## src/rtl/mem_access_unit_pkg.sv

```systemverilog
// Shared types and constants for the memory stage:
// request/writeback bundles, FSM states and funct3 encodings.
package mem_access_unit_pkg;

   localparam int cDataWidth      = 32;
   localparam int cRegSelBitW     = 5;
   localparam int cRespTimeoutDef = 15;

   localparam logic [2:0] cF3Byte  = 3'd0;
   localparam logic [2:0] cF3Half  = 3'd1;
   localparam logic [2:0] cF3Word  = 3'd2;
   localparam logic [2:0] cF3ByteU = 3'd4;
   localparam logic [2:0] cF3HalfU = 3'd5;

   typedef struct packed {
      logic                   memRead;
      logic                   memWrite;
      logic [cDataWidth-1:0]  addr;
      logic [cRegSelBitW-1:0] rdAddr;
      logic [2:0]             funct3;
      logic [cDataWidth-1:0]  storeData;
   } tMemReq;

   typedef struct packed {
      logic [cRegSelBitW-1:0] rdAddr;
      logic [cDataWidth-1:0]  data;
   } tMemWb;

   typedef enum logic [1:0] {
      eMemIdle,
      eMemReq,
      eMemResp,
      eMemWb
   } tMemState;

   function automatic logic f3_illegal(logic is_load, logic [2:0] f3);
      if (is_load) begin
         return (f3 == 3'd3) || (f3 == 3'd6) || (f3 == 3'd7);
      end
      return f3 > cF3Word;
   endfunction

endpackage

```

## src/rtl/mem_access_unit_if.sv

```systemverilog
// Memory stage bus bundle: ALU request handshake, data-memory
// bus and register writeback. slave = the unit, master = its environment.
interface mem_access_unit_if;
   import mem_access_unit_pkg::*;

   logic                   iReqValid;
   logic                   oReqReady;
   tMemReq                 iReq;
   logic                   oDmemReq;
   logic                   iDmemGnt;
   logic                   oDmemWe;
   logic [cDataWidth-1:0]  oDmemAddr;
   logic [3:0]             oDmemBe;
   logic [cDataWidth-1:0]  oDmemWdata;
   logic                   iDmemRvalid;
   logic [cDataWidth-1:0]  iDmemRdata;
   logic                   oWbValid;
   logic [cRegSelBitW-1:0] oWbRdAddr;
   logic [cDataWidth-1:0]  oWbData;
   logic                   oErr;

   modport slave (
      input  iReqValid, iReq, iDmemGnt, iDmemRvalid, iDmemRdata,
      output oReqReady, oDmemReq, oDmemWe, oDmemAddr, oDmemBe,
      output oDmemWdata, oWbValid, oWbRdAddr, oWbData, oErr
   );

   modport master (
      output iReqValid, iReq, iDmemGnt, iDmemRvalid, iDmemRdata,
      input  oReqReady, oDmemReq, oDmemWe, oDmemAddr, oDmemBe,
      input  oDmemWdata, oWbValid, oWbRdAddr, oWbData, oErr
   );

endinterface

```

## src/rtl/mem_lane_align.sv

```systemverilog
// Byte-lane steering: store byte enables / replicated write data
// and load byte/half extraction with sign or zero extension.
module mem_lane_align
   import mem_access_unit_pkg::*;
(
   input  logic [2:0]            funct3,
   input  logic [1:0]            off,
   input  logic [cDataWidth-1:0] store_data,
   input  logic [cDataWidth-1:0] rdata,
   output logic [3:0]            be,
   output logic [cDataWidth-1:0] wdata,
   output logic [cDataWidth-1:0] ld_data
);

   logic [7:0]  byte_v;
   logic [15:0] half_v;

   always_comb begin
      byte_v = rdata[7:0];
      unique case (off)
         2'd0: byte_v = rdata[7:0];
         2'd1: byte_v = rdata[15:8];
         2'd2: byte_v = rdata[23:16];
         2'd3: byte_v = rdata[31:24];
         default: byte_v = rdata[7:0];
      endcase
      half_v = off[1] ? rdata[31:16] : rdata[15:0];
   end

   always_comb begin
      be      = 4'b0000;
      wdata   = '0;
      ld_data = '0;
      unique case (funct3)
         cF3Byte: begin
            be      = 4'b0001 << off;
            wdata   = {4{store_data[7:0]}};
            ld_data = {{24{byte_v[7]}}, byte_v};
         end
         cF3ByteU: begin
            be      = 4'b0001 << off;
            ld_data = {24'h0, byte_v};
         end
         cF3Half: begin
            be      = 4'b0011 << off;
            wdata   = {2{store_data[15:0]}};
            ld_data = {{16{half_v[15]}}, half_v};
         end
         cF3HalfU: begin
            be      = 4'b0011 << off;
            ld_data = {16'h0, half_v};
         end
         cF3Word: begin
            be      = 4'hF;
            wdata   = store_data;
            ld_data = rdata;
         end
         default: begin
            be = 4'b0000;
         end
      endcase
   end

endmodule

```

## src/rtl/mem_access_unit.sv

```systemverilog
// Memory stage: accepts one load/store, runs the dmem req/gnt/rvalid bus
// and returns load writebacks. MEM_MISALIGN_TRAP_EN traps misaligned accesses.
module mem_access_unit
   import mem_access_unit_pkg::*;
#(
   parameter int cRespTimeout = cRespTimeoutDef
) (
   input logic               iClk,
   input logic               iRstn,
   mem_access_unit_if.slave  bus
);

   localparam int cCntW = $clog2(cRespTimeout + 1);

   tMemState         state_q, state_d;
   tMemReq           req_q, req_d;
   tMemWb            wb_q, wb_d;
   logic [cCntW-1:0] cnt_q, cnt_d;
   logic             err_q, err_d;

   logic             ready;
   logic             accept;
   logic             in_req;
   logic             is_ld;
   logic             is_st;
   logic             both;
   logic             misalign;
   logic [1:0]       off_in;
   logic [3:0]       be;
   logic [31:0]      wdata;
   logic [31:0]      ld_data;

   mem_lane_align u_lane (
      .funct3     (req_q.funct3),
      .off        (req_q.addr[1:0]),
      .store_data (req_q.storeData),
      .rdata      (bus.iDmemRdata),
      .be         (be),
      .wdata      (wdata),
      .ld_data    (ld_data)
   );

   assign ready  = (state_q == eMemIdle) & iRstn;
   assign accept = bus.iReqValid & ready;
   assign is_ld  = bus.iReq.memRead & ~bus.iReq.memWrite;
   assign is_st  = bus.iReq.memWrite & ~bus.iReq.memRead;
   assign both   = bus.iReq.memRead & bus.iReq.memWrite;

`ifdef MEM_MISALIGN_TRAP_EN
   assign misalign =
      ((bus.iReq.funct3[1:0] == 2'b01) && bus.iReq.addr[0]) ||
      ((bus.iReq.funct3 == cF3Word) && (bus.iReq.addr[1:0] != 2'b00));
`else
   assign misalign = 1'b0;
`endif

   // natural alignment is forced; with trapping enabled it never changes anything
   always_comb begin
      off_in = bus.iReq.addr[1:0];
      if (bus.iReq.funct3[1:0] == 2'b01) begin
         off_in[0] = 1'b0;
      end else if (bus.iReq.funct3 == cF3Word) begin
         off_in = 2'b00;
      end
   end

   always_comb begin
      state_d = state_q;
      req_d   = req_q;
      wb_d    = wb_q;
      cnt_d   = cnt_q;
      err_d   = 1'b0;
      unique case (state_q)
         eMemIdle: begin
            if (accept) begin
               if (both || misalign ||
                   (is_ld && f3_illegal(1'b1, bus.iReq.funct3)) ||
                   (is_st && f3_illegal(1'b0, bus.iReq.funct3))) begin
                  err_d = 1'b1;
               end else if (is_ld || is_st) begin
                  req_d           = bus.iReq;
                  req_d.addr[1:0] = off_in;
                  state_d         = eMemReq;
               end
            end
         end
         eMemReq: begin
            if (bus.iDmemGnt) begin
               cnt_d   = '0;
               state_d = eMemResp;
            end
         end
         eMemResp: begin
            if (bus.iDmemRvalid) begin
               if (req_q.memRead) begin
                  wb_d.rdAddr = req_q.rdAddr;
                  wb_d.data   = ld_data;
                  state_d     = eMemWb;
               end else begin
                  state_d = eMemIdle;
               end
            end else if (cnt_q == cCntW'(cRespTimeout - 1)) begin
               err_d   = 1'b1;
               state_d = eMemIdle;
            end else begin
               cnt_d = cnt_q + 1'b1;
            end
         end
         eMemWb: begin
            state_d = eMemIdle;
         end
         default: begin
            state_d = eMemIdle;
         end
      endcase
   end

   always_ff @(posedge iClk) begin
      if (!iRstn) begin
         state_q <= eMemIdle;
         req_q   <= '0;
         wb_q    <= '0;
         cnt_q   <= '0;
         err_q   <= 1'b0;
      end else begin
         state_q <= state_d;
         req_q   <= req_d;
         wb_q    <= wb_d;
         cnt_q   <= cnt_d;
         err_q   <= err_d;
      end
   end

   assign in_req = (state_q == eMemReq);

   assign bus.oReqReady  = ready;
   assign bus.oDmemReq   = in_req;
   assign bus.oDmemWe    = in_req & req_q.memWrite;
   assign bus.oDmemAddr  = in_req ? {req_q.addr[31:2], 2'b00} : '0;
   assign bus.oDmemBe    = in_req ? be : 4'b0000;
   assign bus.oDmemWdata = (in_req & req_q.memWrite) ? wdata : '0;
   assign bus.oWbValid   = (state_q == eMemWb) && (wb_q.rdAddr != '0);
   assign bus.oWbRdAddr  = (state_q == eMemWb) ? wb_q.rdAddr : '0;
   assign bus.oWbData    = wb_q.data;
   assign bus.oErr       = err_q;

endmodule

```

## src/flat_wrapper.sv

```systemverilog
// flat-port wrapper written by rule: the top's interface ports become plain ports
module mem_access_unit_flat import mem_access_unit_pkg::*;
#(
   parameter int cRespTimeout = cRespTimeoutDef
)
  (iClk, iRstn, bus_iReqValid, bus_iReq, bus_iDmemGnt, bus_iDmemRvalid, bus_iDmemRdata, bus_oReqReady, bus_oDmemReq, bus_oDmemWe, bus_oDmemAddr, bus_oDmemBe, bus_oDmemWdata, bus_oWbValid, bus_oWbRdAddr, bus_oWbData, bus_oErr);
  mem_access_unit_if bus_i ();
  input logic iClk;
  input logic iRstn;
  input wire logic [$bits(bus_i.iReqValid)-1:0] bus_iReqValid;
  input wire logic [$bits(bus_i.iReq)-1:0] bus_iReq;
  input wire logic [$bits(bus_i.iDmemGnt)-1:0] bus_iDmemGnt;
  input wire logic [$bits(bus_i.iDmemRvalid)-1:0] bus_iDmemRvalid;
  input wire logic [$bits(bus_i.iDmemRdata)-1:0] bus_iDmemRdata;
  output wire logic [$bits(bus_i.oReqReady)-1:0] bus_oReqReady;
  output wire logic [$bits(bus_i.oDmemReq)-1:0] bus_oDmemReq;
  output wire logic [$bits(bus_i.oDmemWe)-1:0] bus_oDmemWe;
  output wire logic [$bits(bus_i.oDmemAddr)-1:0] bus_oDmemAddr;
  output wire logic [$bits(bus_i.oDmemBe)-1:0] bus_oDmemBe;
  output wire logic [$bits(bus_i.oDmemWdata)-1:0] bus_oDmemWdata;
  output wire logic [$bits(bus_i.oWbValid)-1:0] bus_oWbValid;
  output wire logic [$bits(bus_i.oWbRdAddr)-1:0] bus_oWbRdAddr;
  output wire logic [$bits(bus_i.oWbData)-1:0] bus_oWbData;
  output wire logic [$bits(bus_i.oErr)-1:0] bus_oErr;
  assign bus_i.iReqValid = bus_iReqValid;
  assign bus_i.iReq = bus_iReq;
  assign bus_i.iDmemGnt = bus_iDmemGnt;
  assign bus_i.iDmemRvalid = bus_iDmemRvalid;
  assign bus_i.iDmemRdata = bus_iDmemRdata;
  assign bus_oReqReady = bus_i.oReqReady;
  assign bus_oDmemReq = bus_i.oDmemReq;
  assign bus_oDmemWe = bus_i.oDmemWe;
  assign bus_oDmemAddr = bus_i.oDmemAddr;
  assign bus_oDmemBe = bus_i.oDmemBe;
  assign bus_oDmemWdata = bus_i.oDmemWdata;
  assign bus_oWbValid = bus_i.oWbValid;
  assign bus_oWbRdAddr = bus_i.oWbRdAddr;
  assign bus_oWbData = bus_i.oWbData;
  assign bus_oErr = bus_i.oErr;
  mem_access_unit #(.cRespTimeout(cRespTimeout)) u_core (.iClk(iClk), .iRstn(iRstn), .bus(bus_i));
endmodule
```

## config.mk

```make
export PLATFORM = sky130hd
export DESIGN_NAME = mem_access_unit_flat
export DESIGN_NICKNAME = d
export VERILOG_FILES = /design/src/rtl/mem_access_unit_pkg.sv /design/src/rtl/mem_access_unit_if.sv /design/src/rtl/mem_lane_align.sv /design/src/rtl/mem_access_unit.sv /design/src/flat_wrapper.sv
export SDC_FILE = /design/constraint.sdc
export NUM_CORES = 1
export LEC_CHECK = 0
export CAP_MARGIN = 20
export CORE_MARGIN = 2
export CORE_UTILIZATION = 50
export CTS_BUF_LIST = sky130_fd_sc_hd__clkbuf_8
export DETAILED_ROUTE_END_ITERATION = 12
export PLACE_DENSITY = 0.88
export SYNTH_ARGS = -nofsm -noshare
export SYNTH_HDL_FRONTEND = slang
export SYNTH_SLANG_ARGS = --single-unit
export TNS_END_PERCENT = 20
```

## constraint.sdc

```tcl
create_clock -name iClk -period 4.15 [get_ports iClk]
set_clock_uncertainty 0.15 [all_clocks]
set_input_delay 0.415 -clock iClk [delete_from_list [all_inputs] [get_ports iClk]]
set_output_delay 0.415 -clock iClk [all_outputs]
set_load 0.01 [all_outputs]
```

* Word level (Yosys, flattened, before mapping) *
Index checks and enable logic that the tools add are counted.

word-level totals
  input bits = 111
  output and inout bits = 110
  register bits after elaboration = 118
  word-level logic and storage cells = 100

operators by class
  muxes and demuxes = 34
  add/sub/neg operators = 1
  order comparisons = 1
  bitwise logic cells = 9
  shifts and indexed selects = 2
  equality and inequality tests = 23
  reductions and logical operators = 19

operators by type and width
  operator             count
  $pmux 32 s5          1
  $pmux 32 s3          1
  $mux 32              2
  $pmux 8 s4           1
  $mux 16              1
  $mux 2               8
  $mux 4               4
  $eq 3x3->1 const B   4
  $pmux 4 s3           1
  $mux 1               11
  $ne 2x2->1 const B   5
  $eq 3x2->1 const B   3
  $eq 2x2->1 const B   4
  $pmux 2 s4           1
  $pmux 4 s2           1
  $reduce_and 4->1     2
  $and 1x1->1          6
  $eq 2x1->1 const B   3
  $logic_or 1x1->1     5
  $mux 5               1
  $reduce_and 5->1     1
  $reduce_bool 5->1    1
  $add 4x1->4 const B  1
  $eq 4x4->1 const B   1
  14 further kinds     20

* Longest topological paths before layout *
Gate-level depths: netlist of the first run.

  depth after elaboration = 14
  mapped depth = 8
  gate-level depth less buffers = 6

* By module *
A second synthesis of the first run with hierarchy kept.

unflattened totals
  cells, all modules = 895
  area total of the unflattened synthesis = 6,914.1 µm²

by module, submodules not included
  module           cells each  sequential area each (µm²)  area each (µm²)  times used
  mem_access_unit  655         2,362.3                     5,529.1          1
  mem_lane_align   240         0.0                         1,385.1          1

* Least setup slack after synthesis of the first run *
OpenSTA, ideal clock, no wires.

  path type = reg-to-output
  start = reg u_core.req_q[33] in the netlist's numbering
  end = out bus_oDmemWdata[11]
  required time = 3.585 ns
  cell stages (with the launch flop) = 6
  buffers on the path = 2
  data arrival time = 1.379 ns
  setup slack = 2.206 ns
  cell sequence = dfxtp_1 -> buf_2 -> a21oi_1 -> nand2_1 -> clkbuf_1 -> nor2_1

between the ends
  longest elaborated chain between the ends = 3
  elaborated cells between the ends (all ways) = 5
  classes of those cells = eq/ne (2); mux (2); reduce/logical (1)

ends and longest elaborated chain
  item                                line                    source
  from (decl)                         mem_access_unit.sv:16   tMemReq req_q, req_d;
  from (signal assigned)              mem_access_unit.sv:127  req_q <= req_d;
  $eq 3x2->1 (tied with other cells)  mem_lane_align.sv:34    unique case (funct3)
  $pmux 32 s3 *                       mem_lane_align.sv:34
  $mux 32 *                           mem_access_unit.sv:141  assign bus.oDmemWdata = (in_req & req_q.memWrite) ? wdata : '0;
  to (decl)                           flat_wrapper.sv:20      output wire logic [$bits(bus_i.oDmemWdata)-1:0] bus_oDmemWdata;

Every way passes the cells marked *; elsewhere a longest branch is shown, timed or not.

* Final worst setup path of the first run *
  start = reg u_core.req_q[32] in the netlist's numbering
  end = out bus_oDmemWdata[19]

Same word-level chain as after synthesis.

==> results of run 1 <==
==> kinds of logic (layout without fill, tap and decap cells) <==
| logic type | Yosys count | in the layout | synth area share [%] |
|---|---|---|---|
| buffers and inverters | 101 | 268 | 9.54 |
| AND/OR/NAND/NOR | 301 | 301 | 22.6 |
| AO/OA/AOI/OAI | 202 | 202 | 24.7 |
| multiplexers | 15 | 15 | 2.80 |
| XOR/XNOR | 2 | 2 | 0.289 |
| other | 1 | 2 | 0.0618 |
| adder cells (fa/ha/maj) | 5 | 5 | 1.03 |
| flip-flops | 118 | 118 | 38.9 |
==> worst max path at each step <==
| stage | from | endpoint | slack (ns) | cells after the start |
|---|---|---|---|---|
| final | u_core.req_q[32]$_SDFFE_PN0P_ | bus_oDmemWdata[19] | 0.43 | 4 |
| after global routing | u_core.req_q[32]$_SDFFE_PN0P_ | bus_oDmemWdata[19] | 0.16 | 4 |
| after CTS | u_core.req_q[32]$_SDFFE_PN0P_ | bus_oDmemWdata[19] | 0.37 | 4 |
| after detailed placement | u_core.req_q[32]$_SDFFE_PN0P_ | bus_oDmemWdata[19] | 0.90 | 4 |
| after global placement | u_core.req_q[32]$_SDFFE_PN0P_ | bus_oDmemWdata[19] | 0.87 | 4 |
| after floorplan | u_core.req_q[33]$_SDFFE_PN0P_ | bus_oDmemWdata[11] | 2.21 | 5 |
==> routing by layer <==
metal	track usage (%)	vias up	wire (um)
li1	-	2825	-
met5	0	-	0
met4	12.0	0	459
met3	10.4	37	1480
met2	42.3	228	8010
met1	32.4	2694	6990
==> tightest hold or removal path: stages, from the launching register on <==
cell,delay (ns)
dfxtp_1,0.31
nand2_1,0.05
a21boi_1,0.05
==> layout by cell type (no fill, tap or decap), types with 6 or more instances in the layout <==
master and count:
clkdlybuf4s50_1 217, nand2_1 184, dfxtp_1 117, a21boi_1 51, a21oi_1 42, and2_1 33
nor2_1 33, a21boi_0 27, clkbuf_8 22, a2bb2oi_1 16, a221o_1 16, and3_1 14
nor2b_1 13, inv_1 11, mux2i_1 10, a22o_1 8, buf_4 8, o21a_1 7
o211ai_1 7, a32o_1 6
==> layout make-up <==
| type | count | area [sq um] | area share (%) |
|---|---|---|---|
| multi-input cells | 527 | 3160 | 37.5 |
| clock buffers | 22 | 303 | 3.59 |
| clock inverters | 10 | 104 | 1.23 |
| well taps | 147 | 184 | 2.18 |
| inverters | 8 | 30.0 | 0.356 |
| flip-flops and latches | 118 | 2360 | 28.1 |
| repair buffers | 228 | 2280 | 27.1 |
==> state kept, by name (all words and copies together) (netlist names) <==
| signal | flops |
|---|---|
| u_core.bus.oErr | 1 |
| u_core.state_q | 2 |
| u_core.req_q | 74 |
| u_core.wb_q | 5 |
| u_core.bus.oWbData | 32 |
| u_core.cnt_q | 4 |
==> stage by stage <==
| stage | cell area, sq um | hold slack (ns) | worst slack, ns | total power, uW |
|---|---|---|---|---|
| after floorplan | 6080 | 0.273 | 2.21 | 1340 |
| after global placement | 7990 | 0.287 | 0.866 | 1490 |
| after detailed placement | 7990 | 0.290 | 0.898 | 1490 |
| after CTS | 8400 | 0.302 | 0.369 | 2550 |
| after global routing | 8420 | 0.319 | 0.159 | 2640 |
| final | 8420 | 0.298 | 0.429 | 2540 |
==> synth_stat cells, types with 3 or more instances <==
library cell / count / area share [%]
a21boi_0: 27 / 3.3
a21oi_1: 42 / 3.5
o21ai_0: 5 / 0.41
inv_1: 8 / 0.49
o211ai_1: 7 / 0.87
mux2_2: 3 / 0.56
nor2_1: 33 / 2.0
dfxtp_1: 118 / 39
a211o_1: 5 / 0.72
a32o_1: 6 / 0.99
ha_1: 5 / 1.0
buf_2: 24 / 2.0
nor3_1: 5 / 0.41
buf_4: 41 / 5.1
o21a_1: 7 / 0.87
nor2b_1: 14 / 1.4
a221o_1: 16 / 2.6
a22o_1: 8 / 1.2
and2_1: 33 / 3.4
and3_1: 14 / 1.4
a211oi_1: 3 / 0.37
nand3_1: 3 / 0.25
mux2i_1: 10 / 1.6
nand2b_1: 4 / 0.41
nand2_1: 184 / 11
a2bb2oi_1: 16 / 2.3
a21boi_1: 51 / 6.3
clkbuf_1: 23 / 1.4
==> power by group <==
part           internal [uW]  leakage, uW  switching, uW
Sequential              1160     0.000954           19.2
Combinational            164      0.00190            131
Clock                    604     0.000211            464
==> reports/qor.csv, run 1 <==
stage;metric;value;unit
status;status;complete, no violations;
run;Max Cap Viol;0;
clock_tree;CTS buffer count;17;
power;Leakage;0.00307;uW
critical_path;Critical R2R Capture;u_core.bus.oWbData[24]$_SDFFE_PN0P_;
global_route;first-pass GRT wire length;27600;um
critical_path;Critical Path RT;3.59;ns
floorplan;Die Width;114;um
synth;EDFF count, synth;0;
critical_path;RR Startpoint;u_core.req_q[33]$_SDFFE_PN0P_;
route;Vias;5784;
layout;share of cells above drive strength 1;6.02;%
worst_hold_path;Min-Delay Path Class;reg2reg;
clock_tree;clock-pin slew on the worst setup and hold paths;0.07;ns
clock_tree;H-tree depth;4;
synth;Most used DFF post-synth;dfxtp_1;
synth;Avg Cell Area, Syn;8.15;sq um
critical_path;crit end category;output port;
sta;Tcrit/Tclk final;89.7;%
floorplan;die area;13000;sq um
clock_tree;PostCTS Resize Cnt;0;
layout;area grow syn2layout;38.7;%
synth;Post-synth ARST share;0;%
global_route;grt ovf;0;
power;P per Cell Area;301;nW/um^2
synth;FF+latch count, synth;118;
route;DRT Pass-1 Iters;5;
sta;Slew Limit Headroom;41.7;%
layout;# diodes;0;
route;Routed wire per std cell;16.0;um
floorplan;# rows;40;
clock_tree;Post-CTS Setup Inserts;0;
clock_tree;hold_buf cts;0;
floorplan;core area;11900;sq um
sta;f_max;0.269;GHz
placement;HPWL Detailed;11700;um
critical_path;Crit-path slowest cell;a21oi_1;
clock_tree;root buffer cell;clkbuf_8;
critical_path;crit-path max FO;24;
layout;fin util;70.7;%
synth;sequential-to-total area share from yosys stat;38.9;%
synth;post-synth cell types;53;
sta;min Tclk post-route;3.72;ns
layout;# fillers;931;
critical_path;crit path buf inv count;1;
critical_path;kind of critical path;reg2out;
sta;Final Max Slew Viols;0;
placement;PortBufs;218;
global_route;vias in the first global route;5482;
critical_path;Top delay family on crit path;simple AND/OR/NAND/NOR gates;
clock_tree;clk sinks;118;
route;Iter 0 DRT Violations;412;
route;Routed Antenna Nets;0;
global_route;initial antenna violation count;0;
critical_path;R2R setup slack;1.57;ns
worst_hold_path;min-delay src;u_core.req_q[59]$_SDFFE_PN0P_;
floorplan;Ports;221;
critical_path;Worst Setup Start Kind;register;
placement;placed insts;1027;
clock_tree;latest clock arrival within the worst-skew pair;0.46;ns
global_route;pin count of the biggest net entering global routing;84;
critical_path;CP cell instances;a21oi_1, nand2_1, nor2_1, clkdlybuf4s50_1;
layout;NumNets Final;1016;
synth;Synth Instances;745;
worst_hold_path;Hold Path Cell Cnt;2;
synth;Cell Area, Synth;6070;sq um
sta;RSZ-0062 raised after global routing;no;
critical_path;Critical Path Max Stage Delay;0.64;ns
placement;gp weighted congestion;0.826;
critical_path;R2R cell count;4;
sta;Hold Fails Final Rpt;0;
critical_path;Arr. time, crit path;3.16;ns
clock_tree;CTS tree;built;
power;VDD IR max;0.273;mV
floorplan;Die Span Y;114;um
sta;Final Setup Violations;0;
synth;YS warnings;0;
layout;Final Non-Filler Cells;1060;
clock_tree;CTS Buffer Depth;2;
worst_hold_path;hold worst-path end;u_core.req_q[59]$_SDFFE_PN0P_;
sta;final setup TNS;0;ns
sta;Slew @ Worst Pin;0.867;ns
floorplan;Initial Util;51.0;%
route;drt via density;5.46;
global_route;All-Layer GR Usage;26.8;%
route;Routed WL;16900;um
route;DRC viols;0;
No activity file was read; power rests on OpenSTA's default activity.
==> run 2, diff against run 1 <==
Settings changed: SKIP_CTS_REPAIR_TIMING set to 1.
==> results of run 2 <==
No change in the layout: final DEF, timing and power equal those of run 1.
==> run 3, diff against run 2 <==
Settings changed: ABC_AREA set to 1, CAP_MARGIN 20 to 10.
==> run 3 against run 2 <==
Against the previous run:
- power increased by 17%
- clock power up 10%
- combinational power grew 91%
- synthesized cell count rose by 31%
- via count rose by 14%
- sequential share of layout area fell by 0.34 points
- register-to-register slack better by 0.30 ns
- clock-buffer cell count is 2 lower
- largest cell class unchanged
- highest routed layer unchanged
==> reports/qor.csv, run 3 <==
stage;metric;value;unit
status;status;complete, no violations;
floorplan;Die Span Y;115;um
synth;Cell Area, Synth;6170;sq um
placement;HPWL Detailed;12900;um
layout;most frequent cells in the layout;nand2_1, clkdlybuf4s50_1, nor2_1, inv_1, dfxtp_1;
worst_hold_path;Hold Path Cell Cnt;2;
sta;Slew @ Worst Pin;0.799;ns
route;Routed wire per std cell;14.2;um
synth;compound-cell area share of the yosys netlist;17.1;%
clock_tree;H-tree depth;4;
synth;synthesized-area fraction occupied by xor and xnor cells;0.142;%
layout;# diodes;0;
synth;Post-Synth Simple-Gate Area;27.5;%
synth;Post-synth ARST share;0;%
route;Routed Antenna Nets;0;
critical_path;kind of critical path;reg2out;
synth;Synth top area share;38.3;%
synth;YS warnings;0;
power;Leakage;0.00346;uW
route;drt via density;5.07;
route;DRT Pass-1 Iters;5;
placement;area after detailed placement;8070;sq um
sta;Tcrit/Tclk final;83.0;%
clock_tree;latest clock arrival within the worst-skew pair;0.44;ns
worst_hold_path;min-delay src;u_core.req_q[56]$_SDFFE_PN0P_;
sta;RSZ-0062 raised after global routing;no;
synth;Most used DFF post-synth;dfxtp_1;
sta;f_max;0.290;GHz
critical_path;Critical R2R Capture;u_core.req_q[26]$_SDFFE_PN0P_;
synth;FF+latch count, synth;118;
sta;final setup TNS;0;ns
placement;gp weighted congestion;0.886;
clock_tree;root buffer cell;clkbuf_8;
synth;post-synth cell types;26;
clock_tree;clk sinks;118;
power;P per Cell Area;348;nW/um^2
global_route;first-pass GRT wire length;28800;um
global_route;initial antenna violation count;0;
power;Pwr Total;2970;uW
synth;Synth area leader;dfxtp_1;
power;Pint;2120;uW
synth;largest family of logic cells by synthesized area;simple AND/OR/NAND/NOR gates;
global_route;M1 GR Usage;33.1;%
floorplan;die area;13200;sq um
synth;sequential-to-total area share from yosys stat;38.3;%
sta;Hold Fails Final Rpt;0;
global_route;grt ovf;0;
floorplan;Ports;221;
critical_path;Critical Path RT;3.59;ns
clock_tree;clock-pin slew on the worst setup and hold paths;0.07;ns
power;net switching fraction of the power;28.5;%
route;Iter 0 DRT Violations;652;
critical_path;Arr. time, crit path;2.88;ns
synth;Synth Instances;976;
worst_hold_path;Min-Delay Path Class;reg2reg;
sta;Final Max Slew Viols;0;
floorplan;Die Width;115;um
floorplan;# rows;40;
run;Max Cap Viol;0;
power;VDD IR max;0.280;mV
layout;share of cells above drive strength 1;4.70;%
clock_tree;CTS Buffer Depth;2;
global_route;met3 Use GR;8.28;%
critical_path;crit-path max FO;48;
critical_path;R2R setup slack;1.87;ns
route;Vias;6568;
global_route;pin count of the biggest net entering global routing;93;
clock_tree;CTS tree;built;
critical_path;Worst Setup Start Kind;register;
floorplan;Initial Util;51.3;%
synth;Area contributors post-synth;dfxtp_1, nand2_1, a21oi_1;
power;clock power share;39.7;%
power;Sequential Power Share;41.2;%
layout;register area;2360;sq um
clock_tree;CTS buffer count;17;
synth;Synth Area in Adders;1.01;%
critical_path;RR Startpoint;u_core.state_q[0]$_SDFFE_PN0P_;
layout;commonest non-fill, non-tap cell in the layout;nand2_1;
layout;NumNets Final;1252;
worst_hold_path;hold worst-path end;u_core.req_q[56]$_SDFFE_PN0P_;
route;DRC viols;0;
global_route;vias in the first global route;6041;
layout;design area;8520;sq um
global_route;GRT met2 Usage;46.1;%
synth;EDFF count, synth;0;
critical_path;crit end category;output port;
sta;Final Setup Violations;0;
power;combinational power share;19.0;%
floorplan;core area;12000;sq um
layout;area of the multi-input gates;2830;sq um
sta;hold_ws;0.308;ns
global_route;All-Layer GR Usage;27.7;%
layout;area grow syn2layout;38.2;%
synth;commonest cells in the netlist;nand2_1, nor2_1, inv_1;
layout;max FFs per register;74;
synth;post-synthesis mux area share;0;%
route;Routed WL;18400;um
placement;PortBufs;218;
global_route;GRT busiest layer;met2;
sta;min Tclk post-route;3.44;ns
layout;largest register by flop count;u_core.req_q;
layout;# fillers;1017;
synth;count leader, synth;nand2_1;
critical_path;R2R cell count;7;
synth;Avg Cell Area, Syn;6.32;sq um
power;switching power;846;uW
sta;Slew Limit Headroom;46.6;%
layout;fin util;70.9;%
[run 3: layout make-up]
type | instances | share of cell area [%]
Multi-Input combinational cell | 650 | 33.3
Sequential cell | 118 | 27.7
Timing Repair Buffer | 224 | 26.1
Inverter | 125 | 5.51
Clock buffer | 20 | 3.23
Tap cell | 147 | 2.16
Clock inverter | 12 | 2.06
[run 3: through the flow]
| step | setup WS, ns | std cells |
|---|---|---|
| after floorplan | 2.34 | 977 |
| after global placement | 1.16 | 1264 |
| after detailed placement | 1.19 | 1264 |
| after CTS | 0.692 | 1296 |
| after global routing | 0.475 | 1296 |
| final | 0.706 | 1296 |
[run 3: logic make-up after synthesis]
logic type      after synthesis
flops                       118
buf+inv                     209
compound gates              206
xor+xnor                      1
simple gates                436
fa+ha+maj                     5
other cells                   1
[run 3: worst max-delay path by stage]
stage / slack (ns) / from / depth (start not counted) / endpoint
after global routing: 0.47 / u_core.req_q[34]$_SDFFE_PN0P_ / 6 / bus_oDmemWdata[23]
after global placement: 1.16 / u_core.req_q[34]$_SDFFE_PN0P_ / 6 / bus_oDmemWdata[23]
after CTS: 0.69 / u_core.req_q[34]$_SDFFE_PN0P_ / 6 / bus_oDmemWdata[23]
after floorplan: 2.34 / u_core.state_q[1]$_SDFFE_PN0P_ / 7 / bus_oDmemWdata[0]
after detailed placement: 1.19 / bus_iReq[72] / 10 / u_core.req_q[26]$_SDFFE_PN0P_
final: 0.71 / u_core.req_q[34]$_SDFFE_PN0P_ / 6 / bus_oDmemWdata[23]
[run 3: worst max-delay path, cell delays in order (launching register included)]
cell             delay, ns
dfxtp_1               0.37
nor2_1                0.24
nand2_1               0.20
inv_2                 0.63
nand2_1               0.10
a21oi_1               0.29
clkdlybuf4s50_1       0.60
[run 3: power groups by stage]
stage          sequential [uW]  clock [uW]  combinational (uW)
3_5_place_dp              1250           0                 555
5_1_grt                   1230        1260                 629
6_report                  1220        1180                 565
4_1_cts                   1220        1200                 561
2_1_floorplan             1240           0                 340
3_3_place_gp              1250           0                 546
[run 3: per-layer routing]
layer | routed length [um] | vias to the layer above
li1 | - | 3308
met1 | 7500 | 2927
met2 | 8700 | 291
met3 | 1670 | 42
met4 | 500 | 0
met5 | 0 | -
